### config.mk
export PLATFORM = sky130hd
export DESIGN_NAME = pea_cmd_writer
export DESIGN_NICKNAME = d
export VERILOG_FILES = /design/src/rtl/pea_cmd_writer_pkg.sv /design/src/rtl/pea_token_count.sv /design/src/rtl/pea_cmd_writer.sv
export SDC_FILE = /design/constraint.sdc
export NUM_CORES = 1
export LEC_CHECK = 0
export CAP_MARGIN = 40
export CORE_UTILIZATION = 34
export CTS_CLUSTER_SIZE = 24
export DETAILED_ROUTE_END_ITERATION = 8
export GPL_ROUTABILITY_DRIVEN = 0
export PLACE_DENSITY = 0.76
export SLEW_MARGIN = 20
export SYNTH_ARGS = -nofsm -noshare
export SYNTH_HDL_FRONTEND = slang
export SYNTH_SLANG_ARGS = --single-unit
### constraint.sdc
create_clock -name clk -period 3 [get_ports clk]
set_input_delay 0.6 -clock clk [delete_from_list [all_inputs] [get_ports clk]]
set_output_delay 0.6 -clock clk [all_outputs]
set_load 0.01 [all_outputs]
### src/rtl/pea_cmd_writer_pkg.sv
// Shared PEA command-token definitions: mode codes, command field layout and
// the packing helper used by both the writer and the consumer side.
package pea_cmd_writer_pkg;

   typedef enum logic [7:0] {
      MODE_STP = 8'd0,
      MODE_EVP = 8'd1,
      MODE_EVB = 8'd2,
      MODE_RST = 8'd3
   } mode_e;

   typedef enum logic [1:0] {
      S_IDLE,
      S_CMD,
      S_DATA
   } state_e;

   localparam int CMD_BITS     = 16;
   localparam int CMD_MODE_LSB = 8;
   localparam int CMD_ARG1_LSB = 5;
   localparam int CMD_ARG2_LSB = 0;
   localparam int CNT_W        = 6;

   function automatic logic [CMD_BITS-1:0] pack_cmd(input logic [7:0] mode,
                                                    input logic [2:0] arg1,
                                                    input logic [4:0] arg2);
      logic [CMD_BITS-1:0] w;
      w = '0;
      w[CMD_MODE_LSB +: 8] = mode;
      w[CMD_ARG1_LSB +: 3] = arg1;
      w[CMD_ARG2_LSB +: 5] = arg2;
      return w;
   endfunction

endpackage

### src/rtl/pea_token_count.sv
// Data-token count per instruction; shared with the PEA consumer so both ends
// agree on how many tokens follow each command token.
module pea_token_count
   import pea_cmd_writer_pkg::*;
(
   input  logic [7:0]       mode,
   input  logic [4:0]       arg2,
   output logic [CNT_W-1:0] n,
   output logic             ok
);

   always_comb begin
      n  = '0;
      ok = 1'b1;
      case (mode)
         MODE_STP: n = {1'b0, arg2} + 6'd1;
         MODE_EVP: n = 6'd1;
         MODE_EVB: n = {1'b0, arg2};
         MODE_RST: n = '0;
         default:  ok = 1'b0;
      endcase
   end

endmodule

### src/rtl/pea_cmd_writer.sv
// PEA producer front end: reserves FIFO space for a whole instruction, writes
// its command token, then streams the instruction's data tokens from upstream.
module pea_cmd_writer
   import pea_cmd_writer_pkg::*;
#(
   parameter int word_size   = 16,
   parameter int buffer_size = 1024
) (
   input  logic                           clk,
   input  logic                           rst,
   input  logic                           req_valid,
   output logic                           req_ready,
   input  logic [7:0]                     req_mode,
   input  logic [2:0]                     req_arg1,
   input  logic [4:0]                     req_arg2,
   input  logic                           din_valid,
   output logic                           din_ready,
   input  logic [word_size-1:0]           din,
   input  logic [$clog2(buffer_size)-1:0] command_free_space,
   input  logic [$clog2(buffer_size)-1:0] data_free_space,
   output logic                           command_wr_en,
   output logic [word_size-1:0]           command_wr_data,
   output logic                           data_wr_en,
   output logic [word_size-1:0]           data_wr_data,
   output logic                           busy,
   output logic                           err_mode
);

   state_e               state, state_nx;
   logic [CNT_W-1:0]     cnt, cnt_nx;
   logic [word_size-1:0] cmd_word;
   logic                 err_q;
   logic [CNT_W-1:0]     req_n;
   logic                 mode_ok;
   logic                 space_ok;
   logic                 req_fire;

   pea_token_count u_token_count (
      .mode (req_mode),
      .arg2 (req_arg2),
      .n    (req_n),
      .ok   (mode_ok)
   );

   // Whole-instruction reservation: the PEA never sees a partial instruction.
   assign space_ok = (command_free_space != '0) &&
                     (32'(data_free_space) >= 32'(req_n));

   always_comb begin
      state_nx  = state;
      cnt_nx    = cnt;
      req_ready = 1'b0;
      din_ready = 1'b0;
      case (state)
         S_IDLE: begin
            // Unknown modes are drained without a space check so they cannot wedge.
            req_ready = !mode_ok || space_ok;
            if (req_valid && req_ready && mode_ok) begin
               state_nx = S_CMD;
               cnt_nx   = req_n;
            end
         end
         S_CMD: state_nx = (cnt != '0) ? S_DATA : S_IDLE;
         S_DATA: begin
            din_ready = 1'b1;
            if (din_valid) begin
               cnt_nx = cnt - 6'd1;
               if (cnt == 6'd1) state_nx = S_IDLE;
            end
         end
         default: state_nx = S_IDLE;
      endcase
   end

   assign req_fire = req_valid && req_ready;

   always_ff @(posedge clk) begin
      if (!rst) begin
         state    <= S_IDLE;
         cnt      <= '0;
         cmd_word <= '0;
         err_q    <= 1'b0;
      end else begin
         state <= state_nx;
         cnt   <= cnt_nx;
         err_q <= req_fire && !mode_ok;
         if (req_fire && mode_ok)
            cmd_word <= word_size'(pack_cmd(req_mode, req_arg1, req_arg2));
      end
   end

   assign command_wr_en   = (state == S_CMD);
   assign command_wr_data = cmd_word;
   assign data_wr_en      = din_valid && din_ready;
   assign data_wr_data    = din;
   assign busy            = (state != S_IDLE);
   assign err_mode        = err_q;

endmodule
After elaboration in Yosys (flattened, before gate mapping):

Index checks and enable logic that the tools add are counted.

* word-level logic and storage cells: 46
* input bits: 56
* output and inout bits: 38
* register bits after elaboration: 25

* reduce and logical (&&, ||, !) cells: 18
* add/sub/neg operators: 2
* $lt $le $gt $ge: 1
* multiplexer cells: 12
* equal/unequal tests: 9

Operators by type and width (count)
* $pmux 6 s3: 1
* $eq 8x2->1 const B: 2
* $mux 6: 2
* $pmux 6 s2: 1
* $ge 10x6->1: 1
* $reduce_bool 10->1: 1
* $eq 8x1->1 const B: 1
* $logic_not 8->1: 1
* $mux 2: 4
* $logic_and 1x1->1: 7
* $add 5x1->6 const B: 1
* $eq 6x1->1 const B: 1
* $ne 2x2->1 const B: 3
* $pmux 2 s3: 1
* $reduce_and 3->1: 2
* $reduce_bool 6->1: 1
* $sub 6x1->6 const B: 1
* $reduce_bool 2->1: 2
* $reduce_or 4->1: 1
* $mux 1: 3
* $eq 2x1->1 const B: 1
* $eq 2x2->1 const B: 1
* $logic_not 2->1: 1
* $logic_not 1->1: 1
* $logic_or 1x1->1: 1

Depth between registers and ports, before layout:

Gate-level depths: netlist (run 1).

* word-level depth: 9
* mapped depth: 12
* depth with buffers taken out: 11

Modules after synthesis:

From an unflattened synthesis (run 1), not the netlist that was laid out.

* cell total of the unflattened synthesis: 205
* area, all modules: 1672.9 um^2

By module, submodules not included
* pea_cmd_writer: cells each 184, area each 1521.5 um^2, sequential area each 500.5 um^2, instances 1
* pea_token_count: cells each 21, area each 151.4 um^2, sequential area each 0.0 um^2, instances 1

Worst setup path before layout (run 1):

OpenSTA, ideal clock, no wires.

* path type: input port to output port
* start: input port req_mode[3]
* end: output port req_ready
* cell stages on the path: 10
* required time: 2400 ps
* path slack: -109 ps
* arrival: 2509 ps
* path buffers: 0
* path through: nor4_4 > nand2_4 > nor2_2 > nand4_1 > ha_1 > a211o_1 > nor4_2 > o221ai_2 > a21oi_1 > nor2_1

* cells in the longest elaborated chain, start to end: 6
* elaborated cells on any way between the ends: 12
* classes of those cells: 1 x order compare; 3 x eq/ne; 3 x mux; 5 x reduce/logical

RTL lines
* start, declared: line pea_cmd_writer.sv:13 `input logic [7:0] req_mode,`
* $eq 8x2->1, or another cell as far along: line pea_token_count.sv:15 `case (mode)`
* $pmux 6 s3 or $reduce_or 4->1 (tied branches)
* $ge 10x6->1 or $mux 1 (tied branches): line pea_cmd_writer.sv:47, pea_token_count.sv:15
* $logic_and 1x1->1 or $logic_not 1->1 (tied branches): line pea_cmd_writer.sv:46, pea_cmd_writer.sv:57
* $logic_or 1x1->1 *: line pea_cmd_writer.sv:57 `req_ready = !mode_ok || space_ok;`
* $mux 1 *: line pea_cmd_writer.sv:54 `case (state)`
* end, declared: line pea_cmd_writer.sv:12 `output logic req_ready,`

Mark *: on every way between the ends. The rest lies on a longest branch, timed or not.

Worst setup path in the final report (run 1):

Ends and elaborated chain as after synthesis.

==> results of run 1 <==
## worst min path at each step
stage	from	endpoint	slack, ns	cells after the start
6_report	command_wr_data[13]$_SDFFE_PN0P_	command_wr_data[13]$_SDFFE_PN0P_	0.49	1
5_1_grt	command_wr_data[15]$_SDFFE_PN0P_	command_wr_data[15]$_SDFFE_PN0P_	0.50	1
4_1_cts	command_wr_data[13]$_SDFFE_PN0P_	command_wr_data[13]$_SDFFE_PN0P_	0.49	1
3_5_place_dp	command_wr_data[13]$_SDFFE_PN0P_	command_wr_data[13]$_SDFFE_PN0P_	0.47	1
3_3_place_gp	command_wr_data[15]$_SDFFE_PN0P_	command_wr_data[15]$_SDFFE_PN0P_	0.47	1
2_1_floorplan	cnt[3]$_SDFFE_PN0P_	cnt[3]$_SDFFE_PN0P_	0.48	2
## sequential cells by signal (all words and copies together), names as in the netlist
| register | flops |
|---|---|
| cnt | 6 |
| state | 2 |
| command_wr_data | 16 |
| err_mode | 1 |
## synth_stat cells, drive strengths merged (3+ instances only)
cell    count
and3        6
nand2b      5
xnor2       3
nand2      13
inv         9
buf        19
nand3       3
nor3        3
a31oi       4
nor4        6
nor2       30
mux2i      10
a21oi       7
ha         10
o32ai       4
dfxtp      25
## power breakdown
group          internal (uW)  switching, uW  total, uW  leakage, uW
Clock                   94.3            117        212    0.0000217
Sequential               333          0.549        334     0.000202
Combinational           71.9           42.6        115     0.000847
## layout make-up
cell class | count | area, sq um | share of cell area [%]
multi-input combinational | 121 | 937 | 38.8
clock buffer | 3 | 41.3 | 1.71
inverter | 9 | 36.3 | 1.50
clock inverter | 1 | 7.51 | 0.311
sequential | 25 | 500 | 20.7
tap | 52 | 65.1 | 2.70
timing repair buffer | 92 | 825 | 34.2
## routing by layer
metal	wire length [um]	vias to the layer above	global-route usage, %
met3	221	6	4.13
met4	29	0	3.78
met2	2060	41	28.7
met1	1710	696	21.3
met5	0	-	0
li1	-	751	-
## cells by family (layout without fill, tap and decap cells)
family                     after synthesis  after routing  synth area share [%]
adders and majority gates               10             10                  7.81
buffers and inverters                   30            105                  13.0
muxes                                   11             11                  6.95
DFF                                     25             25                  31.3
AOI/OAI and AO/OA                       22             22                  12.1
and+or+nand+nor                         74             74                  26.7
xor gates and xnor gates                 4              4                  2.19
## through the flow
stage	cell area (sq um)	utilization [%]	hold slack [ns]
6_report	2410	54.3	0.485
3_5_place_dp	2290	51.5	0.470
4_1_cts	2380	53.5	0.486
5_1_grt	2410	54.3	0.501
2_1_floorplan	1610	-	0.476
3_3_place_gp	2290	51.5	0.467
## what timing repair did
item	4_1_cts	5_1_grt
gates resized for setup	50	5
pin swaps	13	9
setup endpoints to repair	23	22
setup buffers	4	3
gates cloned	0	0
==> results.cfg, run 1 <==
[setup_path]
path_max_fanout = 3
crit_path_end_kind = output pin
rrSetupSlack_ns = 1.26
critPathArrivalTime_ns = 2.62
crit_family = simple AND/OR/NAND/NOR gates
slowest_stage = a211o_1
endpoint = req_ready
crit_buf_inv = 2
cp.depth = 12
cpMostUsedCell = nor4_4
r2r_cells = 7
crit-reg2reg-launch = state[0]$_SDFFE_PN0P_
startpoint = req_mode[3]
cp_cell_sequence = buf_6 -> nor4_4 -> nand2_4 -> nor2_4 -> nand4_1 -> ha_1 -> a211o_1 -> nor4_4 -> o221ai_2 -> a21oi_1 -> nor2_1 -> buf_2
worstReg2RegEnd = cnt[1]$_SDFFE_PN0P_
critPathRequiredTime_ns = 2.40
startpoint_type = input pin
critPathKind = in2out
cp_slowest_stage_delay_ns = 0.35

[route]
dr_total_vias = 1494
ant_nets = 0
viasPerCell = 4.93
drt_iter0_drc = 88
drc = 6
drt_first_pass_iters = 6
drt_wl_total_mm = 4.02
wl_per_cell_um = 13.3

[clock_tree]
cts_root_buf = clkbuf_8
cts_made_buffers = 3
h-tree-depth = 1
clk_path_buf_depth = 2
cts_tree = done
cts_hold_buf = 0
clock-sinks = 25
path_clk_slew_ns = 0.10
insertion_delay_ns = 0.28

[global_routing]
grt_pass1_wl_mm = 6.73
track_usage_pct = 16.7
grt_pass1_vias = 1474
gr-total-overflow = 0
antenna_found_initial = 0
grt_start_max_net_pins = 17

[final_layout]
mostFrequentLayoutCell = clkdlybuf4s50_1
fin_cells = 303
drive_above_1_share_pct = 25.1
final_nets = 318
syn_to_final_growth_pct = 50.6
final_cell_mix = clkdlybuf4s50_1, buf_4, nor2_1
antenna_cells = 0
fillers = 406

[power_and_ir_drop]
peakVddDrop_mv = 0.187
cellPowerDensity_nw_per_um2 = 273
power_leakage_uw = 0.00107
p_total_uw = 660

[synthesis]
syn-num-nets = 242
synth_cell_types = 43
synthTopCellsByArea = dfxtp_1, ha_1, buf_4, nor2_1, mux2i_1
synth_top_area_cell = dfxtp_1
ys_async_sr_fraction_pct = 0
ys.warnings.count = 0
synth_area_sq_um = 1600
netlist.area_leader.share_pct = 31.3
seq_area_frac_synth_pct = 31.3
synth-edff-count = 0
syn_area_per_cell_sq_um = 9.10
synth_seq_cells = 25
synth-main-ff-cell = dfxtp_1
syn_inst = 176

[timing]
finalHoldViolCount = 0
drv_slew = 0
rsz0062_at_grt = yes
fin_skew_ns = 0.0103
final.period_utilization_pct = 107
finalSetupViolCount = 1
setup_slack_ns = -0.219
tns_ns = -0.219
max_slew.worst_pin.slew_ns = 0.597
post-route-min-period_ns = 3.22
slew_headroom_pct = 60.2
max_freq_ghz = 0.311

[floorplan]
initial_utilization_pct = 36.0
dieArea_sq_um = 4990
fp.dieW_um = 70.6
ios = 94
die_h_um = 70.6
rows = 24
core-area_sq_um = 4440

[job]
maxCapViolations = 0

[placed_design]
dpl.cell_count = 292
portBuffers = 61
post-place-ws_ns = -0.912
dp_hpwl_mm = 3.05

[worst_hold_path]
hold_path_class = reg2reg

[run_status]
status = complete, but fails checks
violations = DRC, setup timing
No activity file was read; power rests on OpenSTA's default activity.
==> run 2: changes to the inputs <==
--- a/config.mk
+++ b/config.mk
@@ -5,6 +5,7 @@
 export SDC_FILE = /design/constraint.sdc
 export NUM_CORES = 1
 export LEC_CHECK = 0
+export ABC_CLOCK_PERIOD_IN_PS = 3000
 export CAP_MARGIN = 40
 export CORE_UTILIZATION = 34
 export CTS_CLUSTER_SIZE = 24
==> results of run 2 <==
Same layout as run 1: the final DEF is identical, and so are final timing and power.
==> run 3: changes to the inputs <==
--- a/config.mk
+++ b/config.mk
@@ -5,7 +5,7 @@
 export SDC_FILE = /design/constraint.sdc
 export NUM_CORES = 1
 export LEC_CHECK = 0
-export ABC_CLOCK_PERIOD_IN_PS = 3000
+export ABC_CLOCK_PERIOD_IN_PS = 2950
 export CAP_MARGIN = 40
 export CORE_UTILIZATION = 34
 export CTS_CLUSTER_SIZE = 24
==> constraint.sdc (replaced) <==
create_clock -name clk -period 2.95 [get_ports clk]
set_input_delay 0.59 -clock clk [delete_from_list [all_inputs] [get_ports clk]]
set_output_delay 0.59 -clock clk [all_outputs]
set_load 0.01 [all_outputs]
==> run 3 against run 2 <==
  * The run still ends with DRC, setup timing left
  * Die area unchanged
  * Register-to-register slack worse by 0.08 ns
  * Sequential share of layout area down 0.064 points
  * Non-clock buffer count unchanged
  * Worst hold slack worse by 0.00067 ns
  * Total power up 1.2%
  * First-iteration DRC count down 13%
  * Cell area up 0.31%
  * Flip-flop and latch count unchanged
  * Utilization up 0.17 points
==> results.cfg, run 3 (synthesis gave the netlist of run 1 again) <==
[timing]
drv_slew = 0
setup_slack_ns = -0.209
rsz0062_at_grt = yes
finalHoldViolCount = 0
finalSetupViolCount = 1
hold_ws_ns = 0.485
max_freq_ghz = 0.317
post-route-min-period_ns = 3.16
fin_skew_ns = 0.00788
max_slew.worst_pin.slew_ns = 0.617
slew_headroom_pct = 58.8
final.period_utilization_pct = 107

[clock_tree]
cts_root_buf = clkbuf_8
path_clk_slew_ns = 0.10
cts_tree = done
cts_hold_buf = 0
clk_path_buf_depth = 2
h-tree-depth = 1
insertion_delay_ns = 0.27
cts_made_buffers = 3
clock-sinks = 25

[floorplan]
die_h_um = 70.6
fp.dieW_um = 70.6
initial_utilization_pct = 36.0
rows = 24
ios = 94
dieArea_sq_um = 4990
core-area_sq_um = 4440

[worst_hold_path]
min_from = command_wr_data[13]$_SDFFE_PN0P_
hold_depth = 1
holdPathEnd = command_wr_data[13]$_SDFFE_PN0P_
hold_path_class = reg2reg

[route]
ant_nets = 0
viasPerCell = 4.78
drt_iter0_drc = 77
drc = 6
drt_wl_total_mm = 4.02
drt_first_pass_iters = 6
dr_total_vias = 1448
wl_per_cell_um = 13.3

[final_layout]
syn_to_final_growth_pct = 51.1
final_nets = 318
drive_above_1_share_pct = 25.5
fin_util_pct = 54.4
largest_register_ffs = 16
mostFrequentLayoutCell = clkdlybuf4s50_1
fin_cells = 303
antenna_cells = 0
final_cell_mix = clkdlybuf4s50_1, buf_4, nor2_1

[power_and_ir_drop]
internal_power_uw = 509
pwr-share-comb_pct = 17.5
peakVddDrop_mv = 0.196
power_leakage_uw = 0.00107
switching_share_pct = 23.8
seqPwrFrac_pct = 50.8
p_total_uw = 668
cellPowerDensity_nw_per_um2 = 276
switching_power_uw = 159
p_clk_share_pct = 31.7

[placed_design]
dp_hpwl_mm = 3.04
dpl.cell_count = 292
portBuffers = 61

[setup_path]
r2r_cells = 7
worstReg2RegEnd = cnt[1]$_SDFFE_PN0P_
startpoint_type = input pin
path_max_fanout = 3
rrSetupSlack_ns = 1.18
critPathKind = in2out
critPathArrivalTime_ns = 2.57
crit_path_end_kind = output pin
crit-reg2reg-launch = state[0]$_SDFFE_PN0P_
critPathRequiredTime_ns = 2.36

[job]
maxCapViolations = 0

[global_routing]
gr-total-overflow = 0
antenna_found_initial = 0
grt_start_max_net_pins = 17
grt_pass1_vias = 1456
grt_pass1_wl_mm = 6.79
track_usage_pct = 16.7

[run_status]
violations = DRC, setup timing
status = complete, but fails checks
-- run 3: worst max path at each step --
stage                 from         to  slack [ns]
2_1_floorplan  req_mode[3]  req_ready       -0.10
3_3_place_gp   req_mode[3]  req_ready       -0.90
3_5_place_dp   req_arg2[1]  req_ready       -0.95
4_1_cts        req_arg2[1]  req_ready       -0.35
5_1_grt        req_mode[3]  req_ready       -0.31
6_report       req_mode[3]  req_ready       -0.21
-- run 3: repair_timing --
action                     in CTS  in global routing
pin swaps                      16                 10
gates resized for setup        51                  7
buffers inserted                5                  3
setup endpoints to repair      23                 15
-- run 3: per-layer routing --
metal / track usage [%] / routed length [um] / vias to the layer above
li1: - / - / 753
met1: 21.3 / 1800 / 652
met2: 28.2 / 1980 / 37
met3: 4.13 / 215 / 6
met4: 4.22 / 28 / 0
met5: 0 / 0 / -
-- run 3: worst max-delay path, cell delays in order --
cell and delay [ns]:
buf_6 0.09, nor4_4 0.30, nand2_4 0.10, nor2_4 0.11, nand4_1 0.12, ha_1 0.32, a211o_1 0.32, nor4_2 0.15
o221ai_2 0.14, a21oi_1 0.14, nor2_1 0.05, buf_2 0.13
-- run 3: power groups by stage --
stage,registers [uW],clock network (uW),logic (uW)
3_5_place_dp,347,0,113
4_1_cts,339,222,114
3_3_place_gp,347,0,112
2_1_floorplan,348,0,53.7
6_report,339,212,117
5_1_grt,340,232,127
-- run 3: metrics by stage --
step / setup TNS (ns) / cell area (sq um) / setup WS (ns)
detailed placement: -10.98 / 2290 / -0.946
global route: -0.315 / 2420 / -0.315
finish: -0.209 / 2420 / -0.209
floorplan: -0.103 / 1610 / -0.103
global placement: -9.73 / 2290 / -0.896
CTS: -0.351 / 2380 / -0.351
-- run 3: final cells by class --
cell class                 instances  area [sq um]
clock buffer                       3          41.3
sequential                        25           500
tap                               52          65.1
multi-input combinational        121           937
clock inverter                     1          7.51
timing repair buffer              92           832
inverter                           9          36.3
fill                             414          2020
